File: src/rtl/mips_muldiv_pkg.sv
// Shared encodings for the MIPS multiply/divide unit.
//   OP_*  : op_i encodings for MULT/MULTU/DIV/DIVU
//   S_*   : FSM state encodings (IDLE -> CALC -> FIX -> IDLE)
package mips_muldiv_pkg;

    localparam logic [1:0] OP_MULT  = 2'b00;
    localparam logic [1:0] OP_MULTU = 2'b01;
    localparam logic [1:0] OP_DIV   = 2'b10;
    localparam logic [1:0] OP_DIVU  = 2'b11;

    localparam logic [1:0] S_IDLE = 2'd0;
    localparam logic [1:0] S_CALC = 2'd1;
    localparam logic [1:0] S_FIX  = 2'd2;

endpackage

File: src/rtl/muldiv_negate.sv
// Conditional two's-complement negate.
//   neg_i    : negate when 1, pass through when 0
//   val_i    : W-bit input value
//   res_c_o  : W-bit result (combinational)
module muldiv_negate #(
    parameter int unsigned W = 32
) (
    input  logic         neg_i,
    input  logic [W-1:0] val_i,
    output logic [W-1:0] res_c_o
);

    assign res_c_o = neg_i ? (~val_i + W'(1)) : val_i;

endmodule

File: src/rtl/mips_muldiv.sv
// Iterative multiply/divide unit with HI/LO registers.
//   clk_i, rst_ni           : clock (rising edge), async active-low reset
//   start_i, op_i           : launch MULT/MULTU/DIV/DIVU, sampled only in IDLE
//   rs_val_i, rt_val_i      : multiplicand/dividend, multiplier/divisor
//   mthi_i, mtlo_i, wdata_i : direct HI/LO writes; abort any op in flight
//   busy_o                  : op in flight, HI/LO not yet updated
//   hi_o, lo_o              : HI and LO registers
module mips_muldiv
    import mips_muldiv_pkg::*;
#(
    parameter int unsigned W = 32
) (
    input  logic         clk_i,
    input  logic         rst_ni,
    input  logic         start_i,
    input  logic [1:0]   op_i,
    input  logic [W-1:0] rs_val_i,
    input  logic [W-1:0] rt_val_i,
    input  logic         mthi_i,
    input  logic         mtlo_i,
    input  logic [W-1:0] wdata_i,
    output logic         busy_o,
    output logic [W-1:0] hi_o,
    output logic [W-1:0] lo_o
);

    localparam int unsigned CW = $clog2(W);

    logic [1:0]     state_q, state_d;
    logic [CW-1:0]  cnt_q, cnt_d;
    logic           is_div_q, is_div_d;
    logic           sgn_q, sgn_d;      // product / quotient sign
    logic           rsgn_q, rsgn_d;    // remainder sign
    logic [W-1:0]   dvsr_q, dvsr_d;    // multiplicand or divisor magnitude
    logic [2*W-1:0] acc_q, acc_d;      // mul: {partial, multiplier}; div: {rem, dividend/quot}
    logic           busy_q, busy_d;
    logic [W-1:0]   hi_q, hi_d;
    logic [W-1:0]   lo_q, lo_d;

    // Operand decode at start
    logic           op_div_c, op_signed_c, div_zero_c, use_mag_c;
    logic [W-1:0]   rs_mag_c, rt_mag_c;

    assign op_div_c    = (op_i == OP_DIV) || (op_i == OP_DIVU);
    assign op_signed_c = (op_i == OP_MULT) || (op_i == OP_DIV);
    // Divide by zero runs the unsigned path on raw operands so HI ends up as rs.
    assign div_zero_c  = op_div_c && (rt_val_i == '0);
    assign use_mag_c   = op_signed_c && !div_zero_c;

    muldiv_negate #(.W(W)) u_rs_mag (
        .neg_i   (use_mag_c && rs_val_i[W-1]),
        .val_i   (rs_val_i),
        .res_c_o (rs_mag_c)
    );

    muldiv_negate #(.W(W)) u_rt_mag (
        .neg_i   (use_mag_c && rt_val_i[W-1]),
        .val_i   (rt_val_i),
        .res_c_o (rt_mag_c)
    );

    // One shift-add multiply step
    logic [W:0]     mul_sum_c;
    logic [2*W-1:0] mul_next_c;

    assign mul_sum_c  = {1'b0, acc_q[2*W-1:W]} + (acc_q[0] ? {1'b0, dvsr_q} : (W+1)'(0));
    assign mul_next_c = {mul_sum_c, acc_q[W-1:1]};

    // One restoring divide step
    logic [W:0]     div_shift_c, div_diff_c;
    logic           div_ok_c;
    logic [2*W-1:0] div_next_c;

    assign div_shift_c = {acc_q[2*W-1:W], acc_q[W-1]};
    assign div_diff_c  = div_shift_c - {1'b0, dvsr_q};
    assign div_ok_c    = !div_diff_c[W];
    assign div_next_c  = {(div_ok_c ? div_diff_c[W-1:0] : div_shift_c[W-1:0]),
                          acc_q[W-2:0], div_ok_c};

    // Result sign fix
    logic [2*W-1:0] prod_fix_c;
    logic [W-1:0]   quot_fix_c, rem_fix_c;

    muldiv_negate #(.W(2*W)) u_prod_fix (
        .neg_i   (sgn_q),
        .val_i   (acc_q),
        .res_c_o (prod_fix_c)
    );

    muldiv_negate #(.W(W)) u_quot_fix (
        .neg_i   (sgn_q),
        .val_i   (acc_q[W-1:0]),
        .res_c_o (quot_fix_c)
    );

    muldiv_negate #(.W(W)) u_rem_fix (
        .neg_i   (rsgn_q),
        .val_i   (acc_q[2*W-1:W]),
        .res_c_o (rem_fix_c)
    );

    // Next-state and datapath
    always_comb begin
        state_d  = state_q;
        cnt_d    = cnt_q;
        is_div_d = is_div_q;
        sgn_d    = sgn_q;
        rsgn_d   = rsgn_q;
        dvsr_d   = dvsr_q;
        acc_d    = acc_q;
        hi_d     = hi_q;
        lo_d     = lo_q;

        unique case (state_q)
            S_IDLE: begin
                if (start_i) begin
                    state_d  = S_CALC;
                    cnt_d    = CW'(W - 1);
                    is_div_d = op_div_c;
                    sgn_d    = use_mag_c && (rs_val_i[W-1] ^ rt_val_i[W-1]);
                    rsgn_d   = use_mag_c && rs_val_i[W-1];
                    dvsr_d   = op_div_c ? rt_mag_c : rs_mag_c;
                    acc_d    = {{W{1'b0}}, (op_div_c ? rs_mag_c : rt_mag_c)};
                end
            end
            S_CALC: begin
                acc_d = is_div_q ? div_next_c : mul_next_c;
                cnt_d = cnt_q - CW'(1);
                if (cnt_q == '0) begin
                    state_d = S_FIX;
                end
            end
            S_FIX: begin
                if (is_div_q) begin
                    hi_d = rem_fix_c;
                    lo_d = quot_fix_c;
                end else begin
                    hi_d = prod_fix_c[2*W-1:W];
                    lo_d = prod_fix_c[W-1:0];
                end
                state_d = S_IDLE;
            end
            default: begin
                state_d = S_IDLE;
            end
        endcase

        // Direct writes win over everything and abort any op in flight.
        if (mthi_i || mtlo_i) begin
            state_d = S_IDLE;
            if (mthi_i) hi_d = wdata_i;
            if (mtlo_i) lo_d = wdata_i;
        end

        busy_d = (state_d != S_IDLE);
    end

    // State and datapath registers
    always_ff @(posedge clk_i or negedge rst_ni) begin
        if (!rst_ni) begin
            state_q  <= S_IDLE;
            cnt_q    <= '0;
            is_div_q <= 1'b0;
            sgn_q    <= 1'b0;
            rsgn_q   <= 1'b0;
            dvsr_q   <= '0;
            acc_q    <= '0;
            busy_q   <= 1'b0;
            hi_q     <= '0;
            lo_q     <= '0;
        end else begin
            state_q  <= state_d;
            cnt_q    <= cnt_d;
            is_div_q <= is_div_d;
            sgn_q    <= sgn_d;
            rsgn_q   <= rsgn_d;
            dvsr_q   <= dvsr_d;
            acc_q    <= acc_d;
            busy_q   <= busy_d;
            hi_q     <= hi_d;
            lo_q     <= lo_d;
        end
    end

    assign busy_o = busy_q;
    assign hi_o   = hi_q;
    assign lo_o   = lo_q;

endmodule

File: config.mk
export PLATFORM = sky130hd
export DESIGN_NAME = mips_muldiv
export DESIGN_NICKNAME = d
export VERILOG_FILES = /design/src/rtl/mips_muldiv_pkg.sv /design/src/rtl/muldiv_negate.sv /design/src/rtl/mips_muldiv.sv
export SDC_FILE = /design/constraint.sdc
export NUM_CORES = 1
export LEC_CHECK = 0
export ABC_AREA = 1
export CELL_PAD_IN_SITES_DETAIL_PLACEMENT = 1
export CELL_PAD_IN_SITES_GLOBAL_PLACEMENT = 1
export CORE_MARGIN = 5
export CORE_UTILIZATION = 30
export CTS_CLUSTER_DIAMETER = 200
export CTS_CLUSTER_SIZE = 20
export DETAILED_ROUTE_END_ITERATION = 16
export MAX_ROUTING_LAYER = met4
export PLACE_DENSITY = 0.69
export SETUP_SLACK_MARGIN = 0.5
export SLEW_MARGIN = 10
export SYNTH_ARGS = -nofsm -noshare
export SYNTH_HDL_FRONTEND = slang
export SYNTH_SLANG_ARGS = --single-unit
File: constraint.sdc
create_clock -name clk_i -period 6.9 [get_ports clk_i]
set_input_delay 1.035 -clock clk_i [delete_from_list [all_inputs] [get_ports clk_i]]
set_output_delay 1.035 -clock clk_i [all_outputs]
set_load 0.005 [all_outputs]
==> results.md, run 1 <==
STA:
- After layout, the worst path uses 55.1% of the clock period.
- Setup total negative slack on the finished layout was measured at 0 ps.
- The number of max-slew violations in the final report is 0.
- Setup repair after global routing left no endpoint under its margin.
- The worst hold slack is 453 ps.
- The worst path meets setup with 3100 ps of slack.
- Setup violations remaining at the end of the flow were counted as 0.
- Clock skew on the completed layout was measured at 19.9 ps.
- The highest achievable clock rate is 263 MHz.
- The routed design could run at a clock period as short as 3800 ps.
- The worst-case headroom to the max-slew limit is 22.9%.
- The number of hold-slack violations in the final timing report was 0.
- At the pin with the least slew margin, the transition time is 1160 ps.

Worst setup path:
- STA classifies the critical path endpoint as a register.
- The worst setup path is of the input port to register kind.
- The maximum fanout along the worst path is 56.
- The data required time at the worst endpoint is 7310 ps.
- For the worst flop-to-flop path, the logic depth is 18.
- STA classifies the critical path startpoint as an input port.
- The worst path arrival time is 4210 ps.

Finish:
- After filler insertion, the fill cell instance count of the layout stands at 8,158.
- The layout net count is 3,452.
- The area growth from synthesis to layout is 15.6%.
- The sequential cell area in the final layout is 4280 µm².
- In the final layout, the multi-input gates occupy 12,100 µm².
- The number of antenna diodes in the final layout is 0.
- The post-route netlist has 3.16% of its cells at a drive strength greater than 1.
- The filler-free cell count of the finished design is 4,073.

Yosys:
- The async set or reset register ratio after synthesis is 100%.
- After synthesis, flip-flops and latches occupy 23.4% of the total area.
- The top cell type by area accounts for 23.4% of the synthesized area.
- In this run the cell area of the synthesized design comes to 18,300 µm².
- The number of distinct library cells after synthesis is 47.
- The cell count after synthesis is 3,190.
- The Yosys warning count is 0.
- Counting flops and latches in the post-synthesis netlist gives 171.
- sky130_fd_sc_hd__dfrtp_1 takes more of the synthesized area than any other cell.
- The number of nets in the synthesized netlist is 3,364.
- The mean post-synth cell area is 5.74 µm².
- Yosys attributes the largest share of cell area to sky130_fd_sc_hd__dfrtp_1 (23%), sky130_fd_sc_hd__nand2_1 (22%), sky130_fd_sc_hd__nor2_1 (8.1%).
- The most used flip-flop cell after synthesis is sky130_fd_sc_hd__dfrtp_1.
- The number of synthesized flops with an enable pin is 0.

Clock network:
- The number of buffers inserted for hold repair after clock tree synthesis is 0.
- The clock slew at the register clock pins of the worst setup and hold paths is 70 ps.
- The quantity of gates resized following cts is 0.
- The H-tree generated during clock tree synthesis spans 4 levels.
- The post-CTS setup buffer count is 0.
- Counting along the longest clock path gives a buffer depth of 2.
- The clock drives 171 sinks.
- The clock reaches the later pin of the worst-skew pair after 490 ps.
- The clock tree from TritonCTS is done.
- The TritonCTS buffer count is 17.
- The cell sitting at the root of the clock tree is a sky130_fd_sc_hd__clkbuf_16.

Pwr:
- The switching share of power is 48.6%.
- The total design power is 4.62 mW.
- In this run the static leakage power is 10.5 nW.
- Of the total power, combinational logic draws 49.0%.
- Of the total power, the clock network draws 21.3%.
- The worst-case IR drop observed on VDD is 0.218 mV.
- For this design the total switching power over the nets is 2.25 mW.
- The sequential fraction of design power is 29.7%.
- The internal power consumption is 2.38 mW.
- The ratio of total power to cell area is 219 nW/µm².

Drt:
- In the routed design, unresolved DRC markers number 0.
- The sum of routed wire length over all layers is 83,400 µm.
- The first TritonRoute pass finished after 7 iterations.
- The average wire length per cell after detail routing is 20.5 µm.
- After the first detailed-routing iteration, the DRC count stood at 1,433.
- The routed layout has 21,242 vias.
- The antenna violation net count after detailed routing is 0.
- The post-detailed-route via-to-cell ratio is 5.22.

Die:
- The effective utilization at floorplan is 30.3%.
- The floorplan step defined a die boundary enclosing 66,100 µm².
- The initialized floorplan defines 90 standard-cell rows.
- The floorplan step defined a core boundary enclosing 60,400 µm².
- From bottom edge to top edge, the die measures 257 µm.
- Pin placement for this block handled 168 I/O pins.
- Measured along the x axis, the die boundary spans 257 µm.

Place:
- The port buffer count is 167.
- Once detailed placement completed, the half-perimeter wirelength came to 66,900 µm.
- Routability-driven placement finished with a final weighted congestion of 0.964.
- The setup slack at placement is 2670 ps.
- After detailed placement, the design holds a cell count of 4,041.

Global routing:
- The number of global-route vias before repair was 21,216.
- For this run the aggregate overflow at the end of global routing stands at 0.
- Entering global routing, the biggest net connects 82 pins.
- The first global-routing pass estimated 127,000 µm of wire.
- The number of antenna violations at the first check in global routing was 0.
- For this run, the total global-route usage over all layers was measured as 25.3%.

Flow run:
- The tool flagged a number of max-cap violations equal to 0.

Min path:
- In this run the worst hold path is classified as input port to asynchronous set/reset pin.

Status:
- The flow ran to the end, and the final reports show no timing, DRC or antenna violations.
-- cell type report --
class | instances | share of cell area, %
Clock buffer | 21 | 2.13
Clock inverter | 11 | 0.532
Inverter | 398 | 7.06
Multi-Input combinational cell | 2508 | 57.0
Sequential cell | 171 | 20.2
Tap cell | 782 | 4.62
Timing Repair Buffer | 182 | 8.41
-- cells by family after synthesis --
logic type / after synthesis / share of synthesized area, %
compound gates: 479 / 14.8
xor+xnor: 68 / 3.25
fa+ha+maj: 71 / 4.93
buf+inv: 511 / 10.9
flops: 171 / 23.4
simple gates: 1890 / 42.8
-- worst paths after layout --
kind                           start        end  slack, ps
setup / recovery             op_i[1]   acc_q[7]       3100
hold / removal                rst_ni   hi_o[23]        450
setup reg to reg           acc_q[31]  acc_q[60]       3100
hold reg to reg             cnt_q[4]   cnt_q[4]        500
max in group asynchronous     rst_ni   is_div_q       5000
min in group clk_i          cnt_q[4]   cnt_q[4]        500
-- synth_stat cells (4+ instances only) --
library cell,instances
sky130_fd_sc_hd__nand2_1,1068
sky130_fd_sc_hd__xor2_1,48
sky130_fd_sc_hd__dfrtp_1,171
sky130_fd_sc_hd__nand3_1,292
sky130_fd_sc_hd__buf_4,7
sky130_fd_sc_hd__nor2_4,6
sky130_fd_sc_hd__inv_1,392
sky130_fd_sc_hd__nand2_2,8
sky130_fd_sc_hd__nor3_1,38
sky130_fd_sc_hd__o21bai_1,8
sky130_fd_sc_hd__buf_1,9
sky130_fd_sc_hd__buf_6,5
sky130_fd_sc_hd__o21ai_0,176
sky130_fd_sc_hd__or2_2,15
sky130_fd_sc_hd__a21oi_1,182
sky130_fd_sc_hd__o211ai_1,36
sky130_fd_sc_hd__o21a_1,6
sky130_fd_sc_hd__nand3b_1,12
sky130_fd_sc_hd__nor2_1,393
sky130_fd_sc_hd__xnor2_1,20
sky130_fd_sc_hd__o21ai_1,13
sky130_fd_sc_hd__buf_2,10
sky130_fd_sc_hd__clkbuf_1,82
sky130_fd_sc_hd__a31oi_1,5
sky130_fd_sc_hd__and2_1,5
sky130_fd_sc_hd__a21o_1,9
sky130_fd_sc_hd__inv_2,4
sky130_fd_sc_hd__o221ai_1,17
sky130_fd_sc_hd__a22oi_1,14
sky130_fd_sc_hd__nand4_1,37
sky130_fd_sc_hd__ha_1,69
sky130_fd_sc_hd__nor2_2,5
-- layer usage --
metal	global-route usage [%]	share of wire, %	vias up
met3	3.75	4.8	101
met5	-	0	-
met4	7.92	3.1	0
met2	41.1	47	439
li1	-	-	10429
met1	32.6	45	10273
-- power by group through the flow --
stage | Sequential (mW) | Combinational [mW] | Clock (mW)
finish | 1.38 | 2.27 | 0.983
global route | 1.39 | 2.54 | 1.05
CTS | 1.37 | 2.26 | 1.00
detailed placement | 1.39 | 2.24 | 0
global placement | 1.39 | 2.21 | 0
floorplan | 1.26 | 1.51 | 0
-- cells in the final DEF, fill, tap and decap left out, types with 8 or more instances in the layout --
cell type	count
sky130_fd_sc_hd__nand2_1	1068
sky130_fd_sc_hd__inv_1	391
sky130_fd_sc_hd__nor2_1	389
sky130_fd_sc_hd__nand3_1	292
sky130_fd_sc_hd__a21oi_1	182
sky130_fd_sc_hd__o21ai_0	176
sky130_fd_sc_hd__dfrtp_1	170
sky130_fd_sc_hd__clkdlybuf4s50_1	165
sky130_fd_sc_hd__ha_1	69
sky130_fd_sc_hd__xor2_1	48
sky130_fd_sc_hd__nor3_1	38
sky130_fd_sc_hd__nand4_1	37
sky130_fd_sc_hd__o211ai_1	36
sky130_fd_sc_hd__xnor2_1	20
sky130_fd_sc_hd__o221ai_1	17
sky130_fd_sc_hd__clkbuf_16	17
sky130_fd_sc_hd__or2_2	15
sky130_fd_sc_hd__buf_4	15
sky130_fd_sc_hd__a22oi_1	14
sky130_fd_sc_hd__o21ai_1	13
sky130_fd_sc_hd__nand3b_1	12
sky130_fd_sc_hd__nor2_4	9
sky130_fd_sc_hd__a21o_1	9
sky130_fd_sc_hd__nand2_2	8
sky130_fd_sc_hd__o21bai_1	8
-- metrics by stage --
| step | cell area [µm²] | utilization (%) |
|---|---|---|
| 6_report | 21200 | 35.1 |
| 5_1_grt | 21200 | 35.1 |
| 4_1_cts | 21200 | 35.1 |
| 3_5_place_dp | 20600 | 34.1 |
| 3_3_place_gp | 20600 | 34.1 |
| 2_1_floorplan | 18300 | - |
-- registers in the layout (all words and copies together) (netlist names) --
| register | count |
|---|---|
| hi_o | 32 |
| dvsr_q | 32 |
| acc_q | 64 |
| rsgn_q | 1 |
| sgn_q | 1 |
| is_div_q | 1 |
| busy_o | 1 |
| lo_o | 32 |
| cnt_q | 5 |
| state_q | 2 |
-- worst max-delay path, stage by stage --
cell and delay (ps):
sky130_fd_sc_hd__buf_2 420, sky130_fd_sc_hd__inv_1 740, sky130_fd_sc_hd__nor3_1 140, sky130_fd_sc_hd__nand2_1 100, sky130_fd_sc_hd__nor2_1 60, sky130_fd_sc_hd__nand2_2 120
sky130_fd_sc_hd__nand2_2 70, sky130_fd_sc_hd__nor2_2 870, sky130_fd_sc_hd__o21ai_0 290, sky130_fd_sc_hd__nand3_1 140, sky130_fd_sc_hd__nand2_1 90, sky130_fd_sc_hd__a21oi_1 120
No activity file was read; power rests on OpenSTA's default activity.
==> inputs of run 2 (changes only) <==
Clock period 6.9 ns to 3.9 ns, I/O delays scaled along.
==> results.md, run 2 (synthesized netlist as in run 1, its figures left out) <==
Die:
- The height of the chip is 257 µm (unchanged).
- The placeable core area came to 60,400 µm² (unchanged).
- The effective utilization at floorplan is 30.3% (unchanged).
- The number of top-level design ports was 168 (unchanged).
- The horizontal die dimension is 257 µm (unchanged).
- The number of placement rows is 90 (unchanged).
- The die footprint is 66,100 µm² (unchanged).

Clock network:
- The clock slew at the register clock pins of the worst setup and hold paths is 70 ps (about the same).
- The number of H-tree levels is 4 (unchanged).
- The clock sink count is 171 (unchanged).
- The post-CTS setup buffer count is 0 (unchanged).
- The tree is rooted in a sky130_fd_sc_hd__clkbuf_16.
- The insertion delay to the later sink of the worst-skew pair is 500 ps (about the same).
- The number of buffers inserted for hold repair after clock tree synthesis is 0 (unchanged).
- The clock tree from TritonCTS is done.
- The number of buffers on the longest clock path is 2 (unchanged).
- The TritonCTS buffer count is 17 (unchanged).
- The quantity of gates resized following cts is 0 (unchanged).

Global routing:
- The number of antenna violations at the first check in global routing is 0 (unchanged).
- The maximum number of pins on one net before global-route repair is 116 (+41%).
- The number of global-route vias before repair came to 21,449 (+1.1%).
- The global routing usage summed across all routing layers is 25.6% (+0.27 points).
- The leftover overflow at the end of global routing is 0 (unchanged).
- The global-route wire length before repair is 129,000 µm (+1.6%).

Finish:
- The fraction of layout instances using a drive strength above 1 is 4.35% (+1.2 points).
- The layout net count is 3,493 (+1.2%).
- More flip-flops sit in one register than any other, and that register is acc_q.
- The number of flip-flops in the largest register came to 64 (unchanged).
- The number of fill cells is 8,083 (-0.92%).
- The number of diodes is 0 (unchanged).
- The library cell used most frequently in the layout, excluding fill and tap cells, is sky130_fd_sc_hd__nand2_1.
- The area added between synthesis and finish is 17.5%.
- The top cell types in the final layout, fill and taps aside, are sky130_fd_sc_hd__nand2_1 (1,068), sky130_fd_sc_hd__inv_1 (391), sky130_fd_sc_hd__nor2_1 (390), sky130_fd_sc_hd__nand3_1 (292), sky130_fd_sc_hd__a21oi_1 (182).

Place:
- The global placer's final weighted congestion is 0.935 (-3.0%).
- The port buffer count is 167 (unchanged).
- The half-perimeter wire length of the detailed placement result is 68,600 µm (+2.6%).

Pwr:
- The leakage power total is 10.7 nW (+2.2%).
- The ratio of total power to cell area was 387 nW/µm² (+77%).
- The maximum vdd drop came to 0.377 mV (+73%).

Drt:
- The antenna violation net count after detailed routing is 0 (unchanged).
- The number of remaining DRC errors is 0 (unchanged).
- The detailed-router iteration count before antenna repair was 5 (-2).
- The average wire length per cell after detail routing was 20.5 µm (+0.18%).
- The routed via count is 21,438 (+0.92%).
- The initial detailed-routing violation count is 1,476 (+3.0%).
- The sum of routed wire length over all layers is 84,400 µm (+1.2%).
- The post-detailed-route via-to-cell ratio was 5.21 (about the same).

Worst setup path:
- The data required time at the worst endpoint is 4330 ps (-2980 ps).
- The maximum cell stage delay along the critical path came to 440 ps (-430 ps).
- Traced cell by cell, the critical path runs through inv_1 -> ha_1 -> fa_1 -> inv_1 -> nand2_1 -> nand2_1 -> nand3_1 -> nand2_1 -> nand2_1 -> nand2_1 -> nand2_2 -> nand2_1 -> nand2_1 -> nand2_2 -> buf_12 -> nand3_1 -> nand3_1 -> nand3_1 -> nand2_1.
- The element type at the critical path start is a register.
- Among all stages on the critical path, the largest delay is contributed by sky130_fd_sc_hd__dfrtp_1.
- The worst path arrival time is 3480 ps (-730 ps).
- The number of buffers and inverters on the critical path is 3 (+1).
- The capturing element type of the critical path is a register.
- The maximum fanout along the worst path came to 25 (-55%).
- The worst setup path category is register to register.
- The top cell family by delay on the critical path is simple AND/OR/NAND/NOR gates.
- The cell that appears most often on the critical path is sky130_fd_sc_hd__nand2_1.

Flow run:
- The max-capacitance violation count is 0 (unchanged).

STA:
- The final-report setup violation count is 0 (unchanged).
- The transition time of the tightest slew-check pin was 1010 ps (-141 ps).
- The worst path needs 3050 ps of the cycle, external delays included.
- The setup clock skew after layout came to 12.5 ps (-7.38 ps).
- The worst hold slack is 59.1 ps (-394 ps).
- The number of max-slew violations in the final report is 0 (unchanged).
- Setup repair after global routing left no endpoint under its margin.
- The final total negative setup slack was 0 ps (unchanged).
- The worst-case headroom to the max-slew limit is 32.3% (+9.4 points).
- The number of hold-slack violations in the final timing report is 0 (unchanged).
- After layout, the worst path uses 78.2% of the clock period.
- The highest achievable clock rate is 328 MHz.

Min path:
- The worst hold path belongs to the class input port to asynchronous set/reset pin.

Status:
- The flow ran to the end, and the final reports show no timing, DRC or antenna violations.
-- run 2: layout make-up --
cell class	count	area (µm²)	area share (%)
clock buffers	20	457	2.12
clock inverters	12	124	0.576
inverters	398	1490	6.94
multi-input cells	2508	12100	56.0
flip-flops and latches	171	4280	19.9
well taps	782	978	4.55
repair buffers	223	2130	9.88
-- run 2: metrics by stage --
stage                     total power [mW]  std cells  worst slack, ps  instance area (µm²)  utilization, %
after global routing                  8.94       4114              524                21500            35.7
after global placement                6.48       4082              789                20900            34.7
after detailed placement              6.53       4082              694                20900            34.7
after floorplan                       4.90       3190             1320                18300               -
final                                 8.34       4114              851                21500            35.7
after CTS                             8.35       4114              853                21500            35.7
-- run 2: path summary, 6_finish.rpt --
check,startpoint,end,slack (ps),cells after the start
worst min register to register,cnt_q[0],cnt_q[0],500,1
max in group asynchronous,rst_ni,acc_q[9],3000,2
min in group clk_i,cnt_q[0],cnt_q[0],500,1
worst max-delay path,acc_q[31],acc_q[49],850,19
worst max register to register,acc_q[31],acc_q[49],850,19
worst min-delay path,rst_ni,hi_o[27],60,1
-- run 2: per-layer routing --
layer  wire [µm]  up-vias  global-route usage, %
met5           0        -                      -
met4        3500        0                   9.69
met3        4350      129                   3.89
met2       38600      499                   40.1
met1       38000    10310                   33.4
li1            -    10500                      -
-- run 2: report_power, final --
part / internal [mW] / switching, mW
clock: 0.928 / 0.859
combinational: 1.37 / 2.79
sequential: 2.00 / 0.389
total: 4.30 / 4.04
==> inputs of run 3 (changes only) <==
Settings changed: PLACE_DENSITY 0.69 to 0.72.
Clock period 3.9 ns to 2.8 ns, I/O delays scaled along.
==> results.md, run 3 (synthesized netlist as in run 1, its figures left out) <==
Status:
- The run finished with clean final reports.

Pwr:
- The leakage power total was 12.2 nW (+14%).
- The ratio of total power to cell area was 549 nW/µm² (+42%).
- The maximum vdd drop is 0.563 mV (+50%).

Place:
- The port buffer count is 167 (unchanged).
- The area of placed instances is 22,200 µm² (+5.9%).
- The half-perimeter wire length of the detailed placement result came to 73,000 µm (+6.4%).
- The setup slack at placement is -173 ps (-867 ps).
- The global placer's final weighted congestion is 0.957 (+2.3%).

STA:
- The post-route worst setup slack is 160 ps (-691 ps).
- The number of max-slew violations in the final report came to 0 (unchanged).
- The final-report setup violation count is 0 (unchanged).
- The worst-case headroom to the max-slew limit is 9.98% (-22 points).
- The post-layout minimum cycle time is 2640 ps (-409 ps).
- The number of hold-slack violations in the final timing report was 0 (unchanged).
- The setup clock skew after layout is 14.7 ps (+2.20 ps).
- The highest achievable clock rate is 379 MHz (+15%).
- The final total negative setup slack came to 0 ps (unchanged).
- Setup repair after global routing could not meet its margin everywhere.
- The transition time of the tightest slew-check pin came to 1340 ps (+322 ps).
- The fraction of the cycle the final worst path needs came to 94.3% (+16 points).

Global routing:
- The maximum number of pins on one net before global-route repair was 96 (-17%).
- The global routing usage summed across all routing layers is 27.7% (+2.1 points).
- The global-route wire length before repair came to 138,000 µm (+7.2%).
- The number of antenna violations at the first check in global routing came to 2 (+2).
- The number of global-route vias before repair is 23,196 (+8.1%).
- The leftover overflow at the end of global routing was 0 (unchanged).

Worst setup path:
- The maximum fanout along the worst path was 14 (-44%).
- The worst setup path is launched from a register.
- The number of buffers and inverters on the critical path is 4 (+1).
- The data required time at the worst endpoint was 3240 ps (-1090 ps).
- The most numerous cell type found on the critical path is sky130_fd_sc_hd__o21ai_1.
- The top cell family by delay on the critical path is compound AO/OA/AOI/OAI gates.
- The standard cell with the maximum stage delay on the critical path is sky130_fd_sc_hd__dfrtp_2.
- Walking the worst path, the cells encountered are buf_12 -> buf_16 -> nand2_1 -> inv_1 -> ha_4 -> nand2_2 -> o21ai_1 -> a21o_1 -> a21oi_1 -> o21ai_0 -> buf_4 -> nand3_2 -> o21ai_1.
- The worst path arrival time is 3080 ps (-400 ps).
- The worst setup path is of the register to register kind.
- The maximum cell stage delay along the critical path is 510 ps (+70 ps).
- The worst setup path is captured at a register.

Drt:
- The antenna violation net count after detailed routing is 0 (unchanged).
- The detailed-router iteration count before antenna repair is 5 (unchanged).
- The post-detailed-route via-to-cell ratio came to 5.39 (+3.4%).
- The number of remaining DRC errors was 0 (unchanged).
- The routed via count was 23,320 (+8.8%).
- The average wire length per cell after detail routing is 22.0 µm (+7.3%).
- The sum of routed wire length over all layers is 95,200 µm (+13%).
- The initial detailed-routing violation count is 1,905 (+29%).

Clock network:
- The TritonCTS buffer count is 17 (unchanged).
- The number of buffers on the longest clock path came to 2 (unchanged).
- The clock sink count is 171 (unchanged).
- The cell chosen for the clock root is sky130_fd_sc_hd__clkbuf_16.
- The clock tree from TritonCTS is done.
- The clock slew at the register clock pins of the worst setup and hold paths is 80 ps (about the same).
- The number of H-tree levels is 4 (unchanged).
- The insertion delay to the later sink of the worst-skew pair was 510 ps (about the same).

Die:
- The die footprint is 66,100 µm² (unchanged).
- The placeable core area is 60,400 µm² (unchanged).
- The height of the chip is 257 µm (unchanged).
- The number of top-level design ports is 168 (unchanged).
- The effective utilization at floorplan is 30.3% (unchanged).
- The horizontal die dimension is 257 µm (unchanged).
- The number of placement rows is 90 (unchanged).

Finish:
- The register with the most flip-flops in the final layout is acc_q.
- The library cells used most frequently in the layout, excluding fill and tap cells, are sky130_fd_sc_hd__nand2_1 (970), sky130_fd_sc_hd__inv_1 (357), sky130_fd_sc_hd__nor2_1 (331), sky130_fd_sc_hd__buf_4 (228), sky130_fd_sc_hd__nand3_1 (225).
- From synthesis to final layout, the design area changed by 39.9%.
- The fraction of layout instances using a drive strength above 1 is 21.0% (+17 points).
- The final cell area excluding filler cells was 25,600 µm² (+19%).
- The number of flip-flops in the largest register is 64 (unchanged).
- The layout net count came to 3,703 (+6.0%).
- The library cell used most frequently in the layout, excluding fill and tap cells, is sky130_fd_sc_hd__nand2_1.

Min path:
- The worst min-delay path category is input port to asynchronous set/reset pin.

Flow run:
- The max-capacitance violation count is 0 (unchanged).
run 3: area by class of cell:
class,count,area [µm²]
fillers,7897,34700
multi-input cells,2508,14200
flip-flops and latches,171,4300
repair buffers,433,4100
inverters,398,1510
well taps,782,978
clock buffers,18,429
clock inverters,14,144
diodes,2,5.00
run 3: worst reg2reg max path: stages, from the launching register on:
cell,delay (ps)
sky130_fd_sc_hd__dfrtp_2,510
sky130_fd_sc_hd__buf_12,170
sky130_fd_sc_hd__buf_16,150
sky130_fd_sc_hd__nand2_1,80
sky130_fd_sc_hd__inv_1,70
sky130_fd_sc_hd__ha_4,300
sky130_fd_sc_hd__nand2_2,100
sky130_fd_sc_hd__o21ai_1,320
sky130_fd_sc_hd__a21o_1,280
sky130_fd_sc_hd__a21oi_1,110
sky130_fd_sc_hd__o21ai_0,120
sky130_fd_sc_hd__buf_4,180
sky130_fd_sc_hd__nand3_2,70
sky130_fd_sc_hd__o21ai_1,130
run 3: path summary, 6_finish.rpt:
kind	from	end	slack (ps)	cells after the start
min in group clk_i	cnt_q[0]	cnt_q[0]	490	1
max in group asynchronous	rst_ni	state_q[1]	1530	3
setup reg to reg	acc_q[0]	acc_q[41]	160	13
hold reg to reg	cnt_q[0]	cnt_q[0]	490	1
hold / removal	rst_ni	hi_o[27]	400	2
setup / recovery	acc_q[0]	acc_q[41]	160	13
run 3: where the power goes:
part           switching (mW)  internal (mW)  leakage [nW]
Clock                    1.33           1.19         0.280
Sequential              0.471           2.79          2.08
Combinational            5.08           3.21          9.82
Total                    6.88           7.19          12.2
run 3: per-stage QoR:
stage	util, %	hold WS (ps)	cells	power, mW
after global placement	36.8	359	4233	9.51
final	42.4	398	4326	14.1
after floorplan	-	124	3190	6.84
after CTS	39.7	397	4288	13.0
after global routing	42.4	432	4326	14.8
after detailed placement	36.8	360	4233	9.62
run 3: metal layers:
metal,global-route usage (%),share of wire [%],vias up
met4,11.6,5.2,0
met5,-,0,-
met2,44.8,47,768
met3,5.46,6.3,242
li1,-,-,10947
met1,33.9,41,11363
run 3: repair_timing:
action,4_1_cts,5_1_grt
hold endpoints to repair,30,0
setup endpoints to repair,106,127
gates cloned,6,3
gates resized for setup,217,322
buffers inserted,16,33
pin swaps,51,115
hold buffers,1,0
